## src/rtl/symbol_timing_ctrl_pkg.sv

```systemverilog
// Shared types, widths and the control-word saturation helper for the symbol timing slice.
package timing_ctrl_pkg;

  localparam int CTRL_W = 32;
  localparam int ACC_W  = 34;

  typedef enum logic [1:0] {
    ST_IDLE    = 2'd0,
    ST_ACQUIRE = 2'd1,
    ST_TRACK   = 2'd2
  } state_e;

  function automatic logic signed [CTRL_W-1:0] sat_ctrl(
    input logic signed [ACC_W-1:0] val,
    input logic signed [ACC_W-1:0] lim
  );
    logic signed [ACC_W-1:0] res;
    if (val > lim) begin
      res = lim;
    end else if (val < -lim) begin
      res = -lim;
    end else begin
      res = val;
    end
    return res[CTRL_W-1:0];
  endfunction

endpackage

```

## src/rtl/symbol_timing_ctrl_if.sv

```systemverilog
// Sample/TED inputs and interpolation strobe outputs of the timing scheduler.
interface symbol_timing_ctrl_if #(
  parameter int MU_W = 8
);
  import timing_ctrl_pkg::*;

  logic                     sample_valid;
  logic signed [CTRL_W-1:0] ted_er;
  logic                     ted_valid;
  logic                     interp_strobe;
  logic [MU_W-1:0]          interp_mu;
  logic                     strobe_is_symbol;

  modport master (
    output sample_valid, ted_er, ted_valid,
    input  interp_strobe, interp_mu, strobe_is_symbol
  );

  modport slave (
    input  sample_valid, ted_er, ted_valid,
    output interp_strobe, interp_mu, strobe_is_symbol
  );

endinterface

```

## src/rtl/symbol_timing_ctrl_loop_filter.sv

```systemverilog
// PI loop filter for the TED error; integrator and output both saturate at +/-CTRL_MAX.
module timing_loop_filter
  import timing_ctrl_pkg::*;
#(
  parameter logic [CTRL_W-1:0] CTRL_MAX = 32'h2000_0000
) (
  input  logic                     clk,
  input  logic                     reset,
  input  logic                     clr,
  input  logic                     en,
  input  logic signed [CTRL_W-1:0] er,
  input  logic [4:0]               kp_shift,
  input  logic [4:0]               ki_shift,
  output logic signed [CTRL_W-1:0] ctrl
);

  localparam logic signed [ACC_W-1:0] LIM = $signed({2'b00, CTRL_MAX});

  logic signed [CTRL_W-1:0] integ_r, ctrl_r;
  logic signed [CTRL_W-1:0] integ_new_s, ctrl_new_s;
  logic signed [ACC_W-1:0]  er_ext_s, integ_ext_s, integ_new_ext_s;
  logic signed [ACC_W-1:0]  ki_term_s, kp_term_s, integ_sum_s, ctrl_sum_s;

  // Each term lives in its own signed variable so the shifts stay arithmetic.
  always_comb begin
    er_ext_s        = {{(ACC_W-CTRL_W){er[CTRL_W-1]}}, er};
    integ_ext_s     = {{(ACC_W-CTRL_W){integ_r[CTRL_W-1]}}, integ_r};
    ki_term_s       = er_ext_s >>> ki_shift;
    kp_term_s       = er_ext_s >>> kp_shift;
    integ_sum_s     = integ_ext_s + ki_term_s;
    integ_new_s     = sat_ctrl(integ_sum_s, LIM);
    integ_new_ext_s = {{(ACC_W-CTRL_W){integ_new_s[CTRL_W-1]}}, integ_new_s};
    ctrl_sum_s      = integ_new_ext_s + kp_term_s;
    ctrl_new_s      = sat_ctrl(ctrl_sum_s, LIM);
  end

  // Integrator and control word registers.
  always_ff @(posedge clk) begin
    if (reset || clr) begin
      integ_r <= 32'sd0;
      ctrl_r  <= 32'sd0;
    end else if (en) begin
      integ_r <= integ_new_s;
      ctrl_r  <= ctrl_new_s;
    end
  end

  assign ctrl = ctrl_r;

endmodule

```

## src/rtl/symbol_timing_ctrl.sv

```systemverilog
// Symbol timing scheduler: NCO-driven interpolation strobes, PI step correction and lock tracking.
module symbol_timing_ctrl
  import timing_ctrl_pkg::*;
#(
  parameter int                MU_W       = 8,
  parameter logic [CTRL_W-1:0] CTRL_MAX   = 32'h2000_0000,
  parameter logic [CTRL_W-1:0] LOCK_THR   = 32'h0000_4000,
  parameter int                LOCK_CNT   = 16,
  parameter int                UNLOCK_CNT = 8
) (
  input  logic                     clk,
  input  logic                     reset,
  input  logic                     enable,
  input  logic [31:0]              cfg_nom_step,
  input  logic [4:0]               cfg_kp_shift,
  input  logic [4:0]               cfg_ki_shift,
  symbol_timing_ctrl_if.slave      bus,
  output logic signed [CTRL_W-1:0] loop_ctrl,
  output logic                     locked,
  output logic [1:0]               state_o
);

  state_e state_r, state_nxt_s;

  logic [31:0]             phase_r, phase_nxt_s;
  logic                    parity_r, parity_nxt_s;
  logic [15:0]             good_cnt_r, bad_cnt_r, good_nxt_s, bad_nxt_s;
  logic                    strobe_r, strobe_nxt_s;
  logic [MU_W-1:0]         mu_r, mu_nxt_s;
  logic                    sym_r, sym_nxt_s;
  logic                    locked_r, locked_nxt_s;
  logic                    run_s, nco_en_s, ted_en_s, er_good_s;
  logic signed [ACC_W-1:0] nom_ext_s, ctrl_ext_s, step_wide_s;
  logic [31:0]             step_s, er_abs_s;
  logic [32:0]             sum_s;
  logic signed [CTRL_W-1:0] ctrl_s;

  // Dropping enable stops the NCO in the same cycle so no strobe leaks out on the way to IDLE.
  assign run_s    = enable && (state_r != ST_IDLE);
  assign nco_en_s = run_s && bus.sample_valid;
  assign ted_en_s = run_s && bus.ted_valid;

  timing_loop_filter #(
    .CTRL_MAX (CTRL_MAX)
  ) u_loop_filter (
    .clk      (clk),
    .reset    (reset),
    .clr      (!enable),
    .en       (ted_en_s),
    .er       (bus.ted_er),
    .kp_shift (cfg_kp_shift),
    .ki_shift (cfg_ki_shift),
    .ctrl     (ctrl_s)
  );

  // Corrected step, clamped so the NCO always advances and wraps at most once per sample.
  always_comb begin
    nom_ext_s   = $signed({2'b00, cfg_nom_step});
    ctrl_ext_s  = {{(ACC_W-CTRL_W){ctrl_s[CTRL_W-1]}}, ctrl_s};
    step_wide_s = nom_ext_s + ctrl_ext_s;
    if (step_wide_s < 34'sd1) begin
      step_s = 32'd1;
    end else if (step_wide_s > 34'sh0_FFFF_FFFF) begin
      step_s = 32'hFFFF_FFFF;
    end else begin
      step_s = step_wide_s[31:0];
    end
    sum_s = {1'b0, phase_r} + {1'b0, step_s};
  end

  // Error magnitude qualification and saturating good/bad run counters.
  always_comb begin
    if (bus.ted_er == 32'sh8000_0000) begin
      er_abs_s = 32'h7FFF_FFFF;
    end else if (bus.ted_er[CTRL_W-1]) begin
      er_abs_s = 32'(-bus.ted_er);
    end else begin
      er_abs_s = bus.ted_er;
    end
    er_good_s  = (er_abs_s < LOCK_THR);
    good_nxt_s = good_cnt_r;
    bad_nxt_s  = bad_cnt_r;
    if (!enable) begin
      good_nxt_s = 16'd0;
      bad_nxt_s  = 16'd0;
    end else if (ted_en_s && er_good_s) begin
      good_nxt_s = (good_cnt_r == 16'hFFFF) ? good_cnt_r : good_cnt_r + 16'd1;
      bad_nxt_s  = 16'd0;
    end else if (ted_en_s) begin
      good_nxt_s = 16'd0;
      bad_nxt_s  = (bad_cnt_r == 16'hFFFF) ? bad_cnt_r : bad_cnt_r + 16'd1;
    end else begin
      good_nxt_s = good_cnt_r;
      bad_nxt_s  = bad_cnt_r;
    end
  end

  // Next-state logic; lock decisions are taken on the TED sample that completes a run.
  always_comb begin
    state_nxt_s = state_r;
    case (state_r)
      ST_IDLE: begin
        if (enable) begin
          state_nxt_s = ST_ACQUIRE;
        end else begin
          state_nxt_s = ST_IDLE;
        end
      end
      ST_ACQUIRE: begin
        if (!enable) begin
          state_nxt_s = ST_IDLE;
        end else if (ted_en_s && (good_nxt_s >= 16'(LOCK_CNT))) begin
          state_nxt_s = ST_TRACK;
        end else begin
          state_nxt_s = ST_ACQUIRE;
        end
      end
      ST_TRACK: begin
        if (!enable) begin
          state_nxt_s = ST_IDLE;
        end else if (ted_en_s && (bad_nxt_s >= 16'(UNLOCK_CNT))) begin
          state_nxt_s = ST_ACQUIRE;
        end else begin
          state_nxt_s = ST_TRACK;
        end
      end
      default: begin
        state_nxt_s = ST_IDLE;
      end
    endcase
  end

  // Strobe generation; parity_r=0 means the next strobe is the on-time one.
  always_comb begin
    phase_nxt_s  = phase_r;
    parity_nxt_s = parity_r;
    strobe_nxt_s = 1'b0;
    mu_nxt_s     = mu_r;
    sym_nxt_s    = sym_r;
    locked_nxt_s = (state_nxt_s == ST_TRACK);
    if (!enable) begin
      phase_nxt_s  = 32'd0;
      parity_nxt_s = 1'b0;
    end else if (nco_en_s && sum_s[32]) begin
      phase_nxt_s  = sum_s[31:0];
      strobe_nxt_s = 1'b1;
      mu_nxt_s     = sum_s[31 -: MU_W];
      sym_nxt_s    = ~parity_r;
      parity_nxt_s = ~parity_r;
    end else if (nco_en_s) begin
      phase_nxt_s  = sum_s[31:0];
    end else begin
      phase_nxt_s  = phase_r;
    end
  end

  // FSM state register.
  always_ff @(posedge clk) begin
    if (reset) begin
      state_r <= ST_IDLE;
    end else begin
      state_r <= state_nxt_s;
    end
  end

  // NCO phase, parity, lock counters and registered outputs.
  always_ff @(posedge clk) begin
    if (reset) begin
      phase_r    <= 32'd0;
      parity_r   <= 1'b0;
      good_cnt_r <= 16'd0;
      bad_cnt_r  <= 16'd0;
      strobe_r   <= 1'b0;
      mu_r       <= {MU_W{1'b0}};
      sym_r      <= 1'b0;
      locked_r   <= 1'b0;
    end else begin
      phase_r    <= phase_nxt_s;
      parity_r   <= parity_nxt_s;
      good_cnt_r <= good_nxt_s;
      bad_cnt_r  <= bad_nxt_s;
      strobe_r   <= strobe_nxt_s;
      mu_r       <= mu_nxt_s;
      sym_r      <= sym_nxt_s;
      locked_r   <= locked_nxt_s;
    end
  end

  assign bus.interp_strobe    = strobe_r;
  assign bus.interp_mu        = mu_r;
  assign bus.strobe_is_symbol = sym_r;
  assign loop_ctrl            = ctrl_s;
  assign locked               = locked_r;
  assign state_o              = state_r;

endmodule
```

## src/flat_wrapper.sv

```systemverilog
// flat-port wrapper written by rule: the top's interface ports become plain ports
module symbol_timing_ctrl_flat import timing_ctrl_pkg::*;
#(
  parameter int                MU_W       = 8,
  parameter logic [CTRL_W-1:0] CTRL_MAX   = 32'h2000_0000,
  parameter logic [CTRL_W-1:0] LOCK_THR   = 32'h0000_4000,
  parameter int                LOCK_CNT   = 16,
  parameter int                UNLOCK_CNT = 8
)
  (clk, reset, enable, cfg_nom_step, cfg_kp_shift, cfg_ki_shift, loop_ctrl, locked, state_o, bus_sample_valid, bus_ted_er, bus_ted_valid, bus_interp_strobe, bus_interp_mu, bus_strobe_is_symbol);
  symbol_timing_ctrl_if #(.MU_W(MU_W)) bus_i ();
  input  logic clk;
  input  logic reset;
  input  logic enable;
  input  logic [31:0] cfg_nom_step;
  input  logic [4:0] cfg_kp_shift;
  input  logic [4:0] cfg_ki_shift;
  output logic signed [CTRL_W-1:0] loop_ctrl;
  output logic locked;
  output logic [1:0] state_o;
  input wire logic [$bits(bus_i.sample_valid)-1:0] bus_sample_valid;
  input wire logic [$bits(bus_i.ted_er)-1:0] bus_ted_er;
  input wire logic [$bits(bus_i.ted_valid)-1:0] bus_ted_valid;
  output wire logic [$bits(bus_i.interp_strobe)-1:0] bus_interp_strobe;
  output wire logic [$bits(bus_i.interp_mu)-1:0] bus_interp_mu;
  output wire logic [$bits(bus_i.strobe_is_symbol)-1:0] bus_strobe_is_symbol;
  assign bus_i.sample_valid = bus_sample_valid;
  assign bus_i.ted_er = bus_ted_er;
  assign bus_i.ted_valid = bus_ted_valid;
  assign bus_interp_strobe = bus_i.interp_strobe;
  assign bus_interp_mu = bus_i.interp_mu;
  assign bus_strobe_is_symbol = bus_i.strobe_is_symbol;
  symbol_timing_ctrl #(.MU_W(MU_W), .CTRL_MAX(CTRL_MAX), .LOCK_THR(LOCK_THR), .LOCK_CNT(LOCK_CNT), .UNLOCK_CNT(UNLOCK_CNT)) u_core (.clk(clk), .reset(reset), .enable(enable), .cfg_nom_step(cfg_nom_step), .cfg_kp_shift(cfg_kp_shift), .cfg_ki_shift(cfg_ki_shift), .bus(bus_i), .loop_ctrl(loop_ctrl), .locked(locked), .state_o(state_o));
endmodule
```

## config.mk

```make
export PLATFORM = sky130hd
export DESIGN_NAME = symbol_timing_ctrl_flat
export DESIGN_NICKNAME = d
export VERILOG_FILES = /design/src/rtl/symbol_timing_ctrl_pkg.sv /design/src/rtl/symbol_timing_ctrl_if.sv /design/src/rtl/symbol_timing_ctrl_loop_filter.sv /design/src/rtl/symbol_timing_ctrl.sv /design/src/flat_wrapper.sv
export SDC_FILE = /design/constraint.sdc
export NUM_CORES = 1
export LEC_CHECK = 0
export CAP_MARGIN = 20
export CORE_UTILIZATION = 35
export DETAILED_ROUTE_END_ITERATION = 10
export GPL_TIMING_DRIVEN = 0
export PLACE_DENSITY_LB_ADDON = 0.2
export SLEW_MARGIN = 20
export SYNTH_ARGS = -nofsm -noshare
export SYNTH_HDL_FRONTEND = slang
export SYNTH_SLANG_ARGS = --single-unit
export TNS_END_PERCENT = 50
```

## constraint.sdc

```tcl
create_clock -name clk -period 10.6 [get_ports clk]
set_input_delay 3.18 -clock clk [delete_from_list [all_inputs] [get_ports clk]]
set_output_delay 3.18 -clock clk [all_outputs]
set_load 0.03 [all_outputs]
```

==> results of run 1 <==
## state kept, by name, summed over array words and instances (netlist names)
name	count
u_core.bad_cnt_r	16
u_core.bus.interp_mu	8
u_core.bus.interp_strobe	1
u_core.bus.strobe_is_symbol	1
u_core.good_cnt_r	16
u_core.locked	1
u_core.parity_r	1
u_core.phase_r	32
u_core.state_o	2
u_core.u_loop_filter.ctrl	32
u_core.u_loop_filter.integ_r	32
## routing by layer
layer	share of wire, %	routed length (um)	up-vias
met5	0.040	27	-
met1	43	29200	9448
met4	4.0	2730	4
li1	-	-	9701
met3	5.5	3710	158
met2	47	31800	726
## power breakdown
group | switching, W | total (W) | internal [W]
clock network | 0.000286 | 0.000644 | 0.000357
logic | 0.000518 | 0.000873 | 0.000355
registers | 0.00000225 | 0.000538 | 0.000536
## cell families (layout without fill, tap and decap cells)
logic type / count (synthesis) / in the layout / synth area share, %
fa+ha+maj: 135 / 135 / 9.57
simple gates: 917 / 917 / 24.2
mux: 125 / 125 / 9.02
buf+inv: 245 / 448 / 5.27
xor+xnor: 110 / 110 / 5.36
compound gates: 837 / 837 / 30.8
flops: 142 / 142 / 15.8
## timing repair
item	4_1_cts	5_1_grt
endpoints found under the setup margin	32	44
resized for setup	213	256
buffers inserted	40	31
cloned	3	0
pin swaps	34	43
## cells in the mapped netlist, drive strengths merged, types with 7 or more instances
master	number
and2	16
nand2	314
or3	19
mux2	25
or4	10
nor3	60
a31o	8
a21boi	13
o21bai	12
clkbuf	135
a22oi	8
buf	17
o21a	40
nor4	18
a31oi	41
o2111ai	7
xor2	47
mux2i	73
a22o	7
a41oi	25
a211oi	45
a21o	48
nor2b	38
inv	90
a211o	10
or2	14
nand4	43
o21ai	207
o211a	7
and3	30
mux4	27
a21oi	214
xnor2	63
nand2b	31
o31ai	61
o211ai	21
nand3	65
a2111oi	7
and4	11
dfxtp	142
nor2	224
nand3b	7
ha	131
## through the flow
step	TNS [ps]	power, W
after global routing	-2670	0.00215
after global placement	-98990	0.00124
after CTS	0	0.00196
final	0	0.00205
after floorplan	0	0.00104
after detailed placement	-97570	0.00125
## path summary, 6_finish.rpt
path	startpoint	endpoint	cells past startpoint
hold / removal	u_core.bus.interp_mu[4]	u_core.bus.interp_mu[4]	2
setup reg to reg	u_core.u_loop_filter.ctrl[0]	u_core.bus.interp_mu[5]	24
hold reg to reg	u_core.bus.interp_mu[4]	u_core.bus.interp_mu[4]	2
setup / recovery	bus_ted_er[31]	u_core.u_loop_filter.ctrl[24]	35
## worst max-delay path, delay by kind of cell
kind / cells / cell delay (ps)
buffers and inverters: 6 / 1350
multiplexers: 1 / 220
adder cells (fa/ha/maj): 3 / 870
AND/OR/NAND/NOR: 7 / 1640
AO/OA/AOI/OAI: 18 / 3640
## area by class of cell
| type | count | area, um2 |
|---|---|---|
| plain buffers | 135 | 738 |
| clock buffers | 19 | 443 |
| clock inverters | 12 | 148 |
| fillers | 5090 | 27900 |
| inverters | 93 | 355 |
| multi-input cells | 2124 | 15400 |
| flip-flops and latches | 142 | 2840 |
| well taps | 672 | 841 |
| repair buffers | 189 | 1670 |
==> flow_metrics.env, run 1 <==
export IMPL_gp_congestion=0.963
export IMPL_async_flop_share_pct=0
export IMPL_setup_violations=0
export IMPL_hold_violations=0
export IMPL_clock_path_buffers=2
export IMPL_die_h_um=229
export IMPL_antenna_found_initial=2
export IMPL_nets=2916
export IMPL_first_global_vias=18700
export IMPL_antenna_left=0
export IMPL_setup_ws_ps=75.6
export IMPL_layout_commonest_cell="nand2_1"
export IMPL_drt_wl_total_um=67500
export IMPL_place_inst=3298
export IMPL_vdd_ir_drop_max_v=0.000142
export IMPL_drt_iter0_markers=1531
export IMPL_grt_pass1_wl_um=103000
export IMPL_p_leak_nw=8.93
export IMPL_ff2ff_setup_slack_ps=3300
export IMPL_fin_area_um2=22500
export IMPL_power_density_nw_per_um2=91.5
export IMPL_initial_core_util_pct=35.6
export IMPL_grtUsageMet3_pct=3.39
export IMPL_maxCapViolations=0
export IMPL_track_usage_pct=24.7
export IMPL_synthTopCellsByArea="dfxtp_1 (16%), ha_1 (9.1%), nand2_1 (6.6%)"
export IMPL_final_util_pct=44.6
export IMPL_dpl_cell_area_um2=20000
export IMPL_busiest_layer="met2"
export IMPL_synth_top_area_share_pct=15.8
export IMPL_synth_area_um2=18000
export IMPL_drtPass1Iterations=5
export IMPL_cpMaxStageDelayCell="or4_1"
export IMPL_avgSynthCellArea_um2=7.15
export IMPL_period_needed_ps=10520
export IMPL_synthCells=2511
export IMPL_worstPathArrival_ps=10920
export IMPL_synth_seq_area_share_pct=15.8
export IMPL_drc=0
export IMPL_synth_seq_cells=142
export IMPL_slew_headroom_pct=35.8
export IMPL_max_stage_delay_ps=540
export IMPL_finalCritPeriodShare_pct=99.3
export IMPL_worst_path_max_fanout=25
export IMPL_synth_top_area_cell="dfxtp_1"
export IMPL_ios=124
export IMPL_grt_max_degree=17
export IMPL_cts_sinks=142
export IMPL_place_ws_ps=-3170
export IMPL_critical_path_class="input pin to register"
export IMPL_status="completed"
export IMPL_synth_cell_types=87
export IMPL_cts_root_buf="clkbuf_16"
export IMPL_worstPathRequired_ps=11000
export IMPL_route_vias_total=20000
export IMPL_clock_latency_ps=490
export IMPL_gr_usage_met1_pct=31.1
export IMPL_die_area_um2=52200
export IMPL_num_rows=82
export IMPL_hold_worst_slack_ps=457
export IMPL_finalNonFillerCells=3386
export IMPL_drive_gt1_share_pct=16.8
export IMPL_route_detailed_wl_per_inst_um=19.9
export IMPL_crit_path_frequent_cell="o21ai_2"
export IMPL_startpoint_type="input pin"
export IMPL_cts_tree="yes"
export IMPL_portBuffers=115
export IMPL_synth_ff_type="dfxtp_1"
export IMPL_syn2layout_area_growth_pct=25.1
export IMPL_path_clk_slew_ps=60
export IMPL_clock_fmax_ghz=0.0950
export IMPL_synth_nets=2725
export IMPL_synth_edf_count=0
export IMPL_numCtsBuffers=17
export IMPL_gr_total_overflow=0
export IMPL_layout_common_cells="nand2_1 (311), nor2_1 (210), a21oi_1 (193)"
export IMPL_diodes=0
export IMPL_worst_slew_pin_slew_ps=957
export IMPL_hpwl_um=52100
export IMPL_ys_warn_count=0
export IMPL_skew_ps=15.6
export IMPL_die_w_um=229
export IMPL_cp_end_kind="register"
export IMPL_cts_hold_buf=0
export IMPL_viasPerCell=5.92
export IMPL_gr_usage_met2_pct=41.6
export IMPL_htree_levels=4
export IMPL_report_final_slew_viol_count=0
export IMPL_hold_class="register to register"
export IMPL_core_area_um2=50400
Power figures use the tool's default switching activity.
==> run 2, diff against run 1 <==
CAP_MARGIN = 30   (was 20)
CORE_ASPECT_RATIO = 0.75   (was not set)
SLEW_MARGIN = 30   (was 20)
==> flow_metrics.env, run 2 (synthesis results as in run 1) <==
export IMPL_setup_violations=29
export IMPL_die_w_um=264
export IMPL_grt_pass1_wl_um=107000
export IMPL_report_final_slew_viol_count=0
export IMPL_die_h_um=198
export IMPL_worstRegToRegCells=26
export IMPL_final_util_pct=45.4
export IMPL_crit_path_frequent_cell="buf_6"
export IMPL_layout_commonest_cell="nand2_1"
export IMPL_die_area_um2=52200
export IMPL_antenna_found_initial=5
export IMPL_clock_path_buffers=2
export IMPL_failed_checks="negative setup slack"
export IMPL_clock_fmax_ghz=0.0923
export IMPL_cts_sinks=142
export IMPL_diodes=0
export IMPL_gr_total_overflow=0
export IMPL_drt_iter0_markers=2348
export IMPL_hold_violations=0
export IMPL_vdd_ir_drop_max_v=0.000118
export IMPL_drt_wl_total_um=71200
export IMPL_numCtsBuffers=17
export IMPL_rsz0062_at_grt="yes"
export IMPL_max_stage_delay_ps=540
export IMPL_worst_path_max_fanout=16
export IMPL_antenna_left=0
export IMPL_setup_ws_ps=-230
export IMPL_portBuffers=115
export IMPL_critical_path_class="input pin to register"
export IMPL_route_detailed_wl_per_inst_um=20.9
export IMPL_drive_gt1_share_pct=17.9
export IMPL_hpwl_um=54700
export IMPL_finalCritPeriodShare_pct=102
export IMPL_multiInputGateArea_um2=15500
export IMPL_cp_end_kind="register"
export IMPL_core_area_um2=50400
export IMPL_cts_hold_buf=0
export IMPL_cts_root_buf="clkbuf_16"
export IMPL_hold_class="register to register"
export IMPL_maxCapViolations=0
export IMPL_first_global_vias=18600
export IMPL_seqCellArea_um2=2840
export IMPL_cts_tree="yes"
export IMPL_path_clk_slew_ps=70
export IMPL_syn2layout_area_growth_pct=27.2
export IMPL_num_rows=71
export IMPL_finalPower_w=0.00204
export IMPL_htree_levels=4
export IMPL_viasPerCell=6.06
export IMPL_n_fill_cell=4983
export IMPL_cpMaxStageDelayCell="or4_1"
export IMPL_gp_congestion=0.973
export IMPL_place_ws_ps=-3500
export IMPL_route_vias_total=20600
export IMPL_ff2ff_setup_slack_ps=3160
export IMPL_skew_ps=18.4
export IMPL_track_usage_pct=26.1
export IMPL_worst_slew_pin_slew_ps=861
export IMPL_drtPass1Iterations=5
export IMPL_clock_latency_ps=460
export IMPL_drc=0
export IMPL_grt_max_degree=17
export IMPL_p_leak_nw=9.07
export IMPL_worstPathRequired_ps=10960
export IMPL_power_density_nw_per_um2=89.1
export IMPL_initial_core_util_pct=35.7
export IMPL_nets=2948
export IMPL_startpoint_type="input pin"
export IMPL_status="finished, violations left"
export IMPL_worstPathArrival_ps=11190
export IMPL_layout_common_cells="nand2_1 (311), nor2_1 (212), a21oi_1 (190)"
export IMPL_period_needed_ps=10830
export IMPL_ios=124
export IMPL_min_path_cells=2
export IMPL_slew_headroom_pct=42.6
-- run 2: cell count changes in the layout (fill, tap and decap cells not counted), moves of 5 or more --
cell             previous run  this run
a211oi_2                    5        10
a41oi_1                    20        10
a41oi_2                     5        15
buf_4                      74        94
clkbuf_2                   24        12
clkbuf_4                    7         1
clkbuf_8                    3        11
clkdlybuf4s15_2             0         6
dlygate4sd2_1               5        12
ha_1                      100       110
ha_4                       18        11
o31ai_2                    34        26
o31ai_4                     8        19
-- run 2: final cells by class --
type | instances | share of cell area [%]
multi-input combinational | 2124 | 67.8
sequential | 142 | 12.4
timing repair buffer | 213 | 8.41
buffer | 143 | 3.78
tap | 657 | 3.60
clock buffer | 18 | 1.88
inverter | 93 | 1.54
clock inverter | 14 | 0.553
-- run 2: routing by layer --
layer	routed length (um)	track usage, %	up-vias
met5	44	0	-
met4	803	4.72	10
met1	35500	40.5	9909
met3	6120	4.75	63
li1	-	-	9785
met2	28700	36.7	867
-- run 2: path summary, 6_finish.rpt --
path,startpoint,end
max reg2reg,u_core.u_loop_filter.ctrl[0],u_core.parity_r
min reg2reg,u_core.phase_r[11],u_core.phase_r[11]
min,u_core.phase_r[11],u_core.phase_r[11]
max,bus_ted_er[31],u_core.u_loop_filter.ctrl[28]
-- run 2: critical path: cells and delay by family --
family                   cells  cell delay [ps]
AO/OA/AOI/OAI               13             3230
AND/OR/NAND/NOR              9             1860
multiplexers                 3              500
buffers and inverters        8             1170
adder cells (fa/ha/maj)      3              870
XOR/XNOR                     2              350
-- run 2: stage by stage --
step                      instance area (um2)  setup TNS (ps)  hold slack (ps)  instances
after floorplan                         18000               0              430       2511
after global placement                  20000         -107960              443       3283
after detailed placement                20000         -107720              449       3283
after CTS                               21800           -2450              458       3375
after global routing                    22800           -8390              472       3404
final                                   22800           -4380              458       3404
-- run 2: report_power, final --
| part | leakage, nW | internal [W] | switching (W) |
|---|---|---|---|
| clock network | 0.269 | 0.000308 | 0.000286 |
| logic | 7.66 | 0.000362 | 0.000542 |
| registers | 1.14 | 0.000536 | 0.00000242 |
| total | 9.07 | 0.00121 | 0.000830 |
-- run 2: repair_timing --
| item | CTS | global route |
|---|---|---|
| gates resized for setup | 267 | 189 |
| setup endpoints to repair | 32 | 44 |
| gates cloned | 4 | 0 |
| buffers inserted | 62 | 32 |
| pin swaps | 57 | 64 |
